## config.mk

```make
export PLATFORM = sky130hd
export DESIGN_NAME = load_resp_unit
export DESIGN_NICKNAME = d
export VERILOG_FILES = /design/src/rtl/load_resp_unit.sv
export SDC_FILE = /design/constraint.sdc
export NUM_CORES = 1
export LEC_CHECK = 0
export CAP_MARGIN = 25
export CORE_UTILIZATION = 35
export CTS_BUF_LIST = sky130_fd_sc_hd__clkbuf_8
export CTS_CLUSTER_SIZE = 8
export DETAILED_ROUTE_END_ITERATION = 16
export PLACE_DENSITY = 0.66
export SETUP_SLACK_MARGIN = 0.02
export SLEW_MARGIN = 20
export SYNTH_ARGS = -nofsm -noshare
export SYNTH_HDL_FRONTEND = slang
export SYNTH_SLANG_ARGS = --single-unit
```

## constraint.sdc

```tcl
create_clock -name clk -period 2.1 [get_ports clk]
set_clock_uncertainty 0.15 [all_clocks]
set_input_delay 0.315 -clock clk [delete_from_list [all_inputs] [get_ports clk]]
set_output_delay 0.315 -clock clk [all_outputs]
set_load 0.1 [all_outputs]
```

## src/rtl/load_resp_unit.sv

```systemverilog
// Load response unit: issues aligned data-bus reads for pipeline loads, extracts and
// extends the addressed byte/half/word, and reports address errors without touching the bus.
package load_resp_pkg;
    typedef enum logic [1:0] {
        MSIZE1 = 2'd0,
        MSIZE2 = 2'd1,
        MSIZE4 = 2'd2
    } msize_t;
endpackage

// state | meaning
// IDLE  | ready for a new load request
// REQ   | read request presented on the data bus, waiting for addr_ok
// WAIT  | address accepted by the bus, waiting for read data
// DONE  | result (or address error) presented to the consumer
// DRAIN | flushed after the bus took the address; swallow the orphan read data
module load_resp_unit
    import load_resp_pkg::*;
(
    input  logic        clk,
    input  logic        resetn,

    input  logic        req_valid,
    input  logic [31:0] req_addr,
    input  msize_t      req_msize,
    input  logic        req_unsigned,
    output logic        req_ready,

    output logic        dreq_valid,
    output logic [31:0] dreq_addr,
    output msize_t      dreq_size,
    output logic [3:0]  dreq_strobe,

    input  logic        dresp_addr_ok,
    input  logic        dresp_data_ok,
    input  logic [31:0] dresp_data,

    output logic        rsp_valid,
    output logic [31:0] rsp_data,
    output logic        rsp_misalign,
    output logic [31:0] rsp_badvaddr,

    input  logic        rsp_ready,
    input  logic        flush
);

    localparam logic [2:0] IDLE  = 3'd0;
    localparam logic [2:0] REQ   = 3'd1;
    localparam logic [2:0] WAIT  = 3'd2;
    localparam logic [2:0] DONE  = 3'd3;
    localparam logic [2:0] DRAIN = 3'd4;

    logic [2:0]  state_q,    state_d;
    logic [31:0] addr_q,     addr_d;
    msize_t      msize_q,    msize_d;
    logic        uns_q,      uns_d;
    logic [31:0] data_q,     data_d;
    logic        misalign_q, misalign_d;
    logic [31:0] badvaddr_q, badvaddr_d;

    function automatic logic is_misaligned(input msize_t size, input logic [1:0] off);
        logic bad;
        case (size)
            MSIZE1:  bad = 1'b0;
            MSIZE2:  bad = off[0];
            MSIZE4:  bad = (off != 2'b00);
            default: bad = 1'b1;
        endcase
        return bad;
    endfunction

    // Byte lanes follow the low address bits of the aligned word.
    function automatic logic [31:0] extract(input logic [31:0] word, input logic [1:0] off,
                                            input msize_t size, input logic uns);
        logic [7:0]  b;
        logic [15:0] h;
        logic [31:0] r;
        b = word[{off, 3'b000} +: 8];
        h = word[{off[1], 4'b0000} +: 16];
        case (size)
            MSIZE1:  r = {{24{~uns & b[7]}}, b};
            MSIZE2:  r = {{16{~uns & h[15]}}, h};
            default: r = word;
        endcase
        return r;
    endfunction

    logic [31:0] extracted;
    assign extracted = extract(dresp_data, addr_q[1:0], msize_q, uns_q);

    always_comb begin
        state_d    = state_q;
        addr_d     = addr_q;
        msize_d    = msize_q;
        uns_d      = uns_q;
        data_d     = data_q;
        misalign_d = misalign_q;
        badvaddr_d = badvaddr_q;

        case (state_q)
            IDLE: begin
                if (!flush && req_valid) begin
                    addr_d  = req_addr;
                    msize_d = req_msize;
                    uns_d   = req_unsigned;
                    if (is_misaligned(req_msize, req_addr[1:0])) begin
                        misalign_d = 1'b1;
                        badvaddr_d = req_addr;
                        data_d     = 32'h0;
                        state_d    = DONE;
                    end else begin
                        misalign_d = 1'b0;
                        badvaddr_d = 32'h0;
                        state_d    = REQ;
                    end
                end
            end
            REQ: begin
                if (flush) begin
                    // Once the bus has taken the address, its data beat must still be consumed.
                    if (dresp_addr_ok && !dresp_data_ok) state_d = DRAIN;
                    else                                 state_d = IDLE;
                end else if (dresp_addr_ok) begin
                    if (dresp_data_ok) begin
                        data_d  = extracted;
                        state_d = DONE;
                    end else begin
                        state_d = WAIT;
                    end
                end
            end
            WAIT: begin
                if (dresp_data_ok) begin
                    if (flush) begin
                        state_d = IDLE;
                    end else begin
                        data_d  = extracted;
                        state_d = DONE;
                    end
                end else if (flush) begin
                    state_d = DRAIN;
                end
            end
            DONE: begin
                if (flush || rsp_ready) state_d = IDLE;
            end
            DRAIN: begin
                if (dresp_data_ok) state_d = IDLE;
            end
            default: state_d = IDLE;
        endcase
    end

    always_ff @(posedge clk or negedge resetn) begin
        if (!resetn) begin
            state_q    <= IDLE;
            addr_q     <= 32'h0;
            msize_q    <= MSIZE1;
            uns_q      <= 1'b0;
            data_q     <= 32'h0;
            misalign_q <= 1'b0;
            badvaddr_q <= 32'h0;
        end else begin
            state_q    <= state_d;
            addr_q     <= addr_d;
            msize_q    <= msize_d;
            uns_q      <= uns_d;
            data_q     <= data_d;
            misalign_q <= misalign_d;
            badvaddr_q <= badvaddr_d;
        end
    end

    assign req_ready    = (state_q == IDLE);
    assign dreq_valid   = (state_q == REQ);
    assign dreq_addr    = addr_q;
    assign dreq_size    = msize_q;
    assign dreq_strobe  = 4'h0;
    assign rsp_valid    = (state_q == DONE);
    assign rsp_data     = data_q;
    assign rsp_misalign = misalign_q;
    assign rsp_badvaddr = badvaddr_q;

endmodule

```

==> metrics.log <==
[metrics] chip width: 118 um
[metrics] I/O Buffers: 175
[metrics] antenna fix cells: 0
[metrics] number of global-route vias before repair: 3797
[metrics] wire length of the first global-routing pass: 20400 um
[metrics] H-Tree Level Count: 3
[metrics] final cycle utilization of the critical path: 0.955
[metrics] clock tree from TritonCTS: built
[metrics] number of placement rows: 41
[metrics] final estimated routing congestion in global placement: 0.814
[metrics] cell taking the most area after synthesis: dfrtp_1
[metrics] synthesized area: 4690 sq um
[metrics] detailed-route via count: 3711
[metrics] largest driver fanout on the critical path: 37
[metrics] number of nets still failing antenna checks after routing: 0
[metrics] most common library cell in the layout ignoring fill and taps: buf_4
[metrics] final worst path period need: 2.01 ns
[metrics] RSZ-0062 raised after global routing: no
[metrics] count of endpoints failing setup in the final report: 0
[metrics] synthesized instance count: 368
[metrics] wire length reported by the detailed router: 12700 um
[metrics] critical path endpoint category: register
[metrics] remaining max-slew budget at the tightest pin: 0.555
[metrics] type of element launching the critical path: primary input
[metrics] Detailed Route Iter0 Violations: 178
[metrics] fraction of final layout cells sized beyond drive strength 1: 0.360
[metrics] DRC violations left: 0
[metrics] dominant synthesized flop cell: dfrtp_1
[metrics] core box area: 12800 sq um
[metrics] Crit-path slowest cell: clkdlybuf4s50_1
[metrics] Avg Cell Area, Syn: 12.8 sq um
[metrics] Post-layout nets: 631
[metrics] fraction of post-synthesis cell area in the top cell type by area: 0.549
[metrics] top cells by area, synth: dfrtp_1, mux2_4, a22o_1
[metrics] total global-route track usage: 0.188
[metrics] count of fill cells added during filler insertion: 1136
[metrics] largest stage delay on the critical path: 0.47 ns
[metrics] post-cts gate resize count: 0
[metrics] Clock Root Buffer: clkbuf_8
[metrics] clock latency on the worst-skew pair: 0.38 ns
[metrics] Max Buffers Root-to-Sink: 2
[metrics] vertical die dimension: 118 um
[metrics] CTS sink cnt: 103
[metrics] arrival time reported for the critical path endpoint: 2.12 ns
[metrics] initial core utilization: 0.366
[metrics] number of distinct library cells after synthesis: 42
[metrics] CTS buffer count: 9
[metrics] max-cap viol count: 0
[metrics] buffers plus inverters on the worst setup path: 2
[metrics] routed len/inst: 17.4 um
[metrics] antenna violations before repair: 0
[metrics] flop-to-flop setup slack: 0.11 ns
[metrics] Final Hold Violating Endpoints: 0
[metrics] gate family responsible for the most delay along the worst path: simple AND/OR/NAND/NOR gates
[metrics] Fmax: 499 MHz
[metrics] cell-by-cell trace of the critical path: clkdlybuf4s50_1, or3b_1, or3_4, buf_12, mux2_4
[metrics] reg2reg end: dreq_addr[7]
[metrics] max-slew violation count: 0
[metrics] run status: finished, final reports clean
[metrics] total global routing overflow: 0
[metrics] total half-perimeter wirelength after legalization and detailed placement: 9240 um
[metrics] pin count of the biggest net entering global routing: 60
[metrics] RR Startpoint: state_q[0]
[metrics] first-pass iteration count of the detailed router: 4
[metrics] required time of the critical path: 2.22 ns
[metrics] Worst R2R Path Depth: 4
[metrics] clock slew seen by the registers of the worst setup and hold paths: 0.10 ns
[metrics] Slew @ Worst Pin: 0.667 ns
[metrics] share of synthesized area occupied by flip-flops and latches: 0.549
[metrics] utilization of the core after routing: 0.533
[metrics] worst hold path type: primary input to asynchronous set/reset pin
[metrics] area added between synthesis and finish: 45.7%
[metrics] share of flip-flops with an asynchronous set or reset: 1.00
[metrics] via count normalized by instance count: 5.06
[metrics] area of the die: 13900 sq um
[metrics] number of I/O pins: 180
[metrics] synthesis-stage register bit count: 103
[metrics] number of flops mapped to enable cells by yosys: 0
[metrics] yosys warns: 0
[metrics] most frequent cells in the layout: buf_4, dfrtp_1, clkdlybuf4s50_1
[metrics] start-to-end type of the worst setup path: primary input to register
state kept, by name (all words and copies together), names as in the netlist:
| name | cells |
|---|---|
| rsp_badvaddr | 32 |
| uns_q | 1 |
| dreq_addr | 32 |
| rsp_misalign | 1 |
| state_q | 3 |
| rsp_data | 32 |
| dreq_size | 2 |
worst max-delay path by stage:
stage,startpoint,to,depth (start not counted),slack (ns)
3_5_place_dp,req_valid,dreq_addr[25],5,-0.30
2_1_floorplan,state_q[1],rsp_valid,2,-0.02
4_1_cts,state_q[0],dreq_addr[7],4,0.11
5_1_grt,state_q[0],rsp_valid,4,0.04
6_report,req_valid,dreq_addr[7],5,0.09
3_3_place_gp,req_valid,dreq_addr[19],5,-0.28
cells in the mapped netlist (2+ instances only):
| master | n |
|---|---|
| o2bb2ai_1 | 25 |
| a21o_1 | 3 |
| mux2_4 | 35 |
| a22o_1 | 31 |
| dfrtp_1 | 103 |
| nand2b_1 | 18 |
| clkbuf_1 | 9 |
| nor3_1 | 3 |
| a32o_1 | 7 |
| mux2_2 | 7 |
| buf_4 | 8 |
| nand3_1 | 2 |
| a21oi_1 | 6 |
| buf_6 | 4 |
| nor2b_1 | 8 |
| nand2_1 | 20 |
| or3_1 | 3 |
| o21ai_0 | 13 |
| mux2i_1 | 10 |
| inv_1 | 3 |
| buf_2 | 9 |
| nor2_1 | 21 |
final cells by class:
cell class,count,area [sq um],area share
multi-input combinational,234,1970,0.289
inverter,4,15.0,0.00220
tap,172,215,0.0315
sequential,103,2590,0.378
clock inverter,5,35.0,0.00512
clock buffer,10,138,0.0201
timing repair buffer,205,1870,0.274
per-stage QoR:
step | std cells | area (sq um) | setup TNS [ns] | hold WS (ns) | worst slack (ns)
global placement | 717 | 6650 | -20.16 | 0.0786 | -0.280
CTS | 733 | 6840 | 0 | 0.204 | 0.114
floorplan | 371 | 4760 | -0.0205 | -0.131 | -0.0205
global route | 733 | 6840 | 0 | 0.214 | 0.0359
finish | 733 | 6840 | 0 | 0.213 | 0.0945
detailed placement | 717 | 6650 | -21.51 | 0.0801 | -0.299
metal layers:
layer,GRT usage,share of wire
met4,0.0633,0.012
met1,0.243,0.44
met3,0.0707,0.091
met2,0.289,0.46
met5,0,0
logic make-up after synthesis:
logic type / count (synthesis) / share of synthesized area
DFF: 103 / 0.549
AOI/OAI and AO/OA: 95 / 0.164
and+or+nand+nor: 82 / 0.0888
muxes: 53 / 0.155
buffers and inverters: 34 / 0.0424
other: 1 / 0.000799
what timing repair did:
item	4_1_cts	5_1_grt
setup buffers	0	0
hold buffers	1	0
hold endpoints to repair	19	0
Power is not shown: default switching activity piles up to over one toggle a cycle in this logic, so the estimate is an artifact.
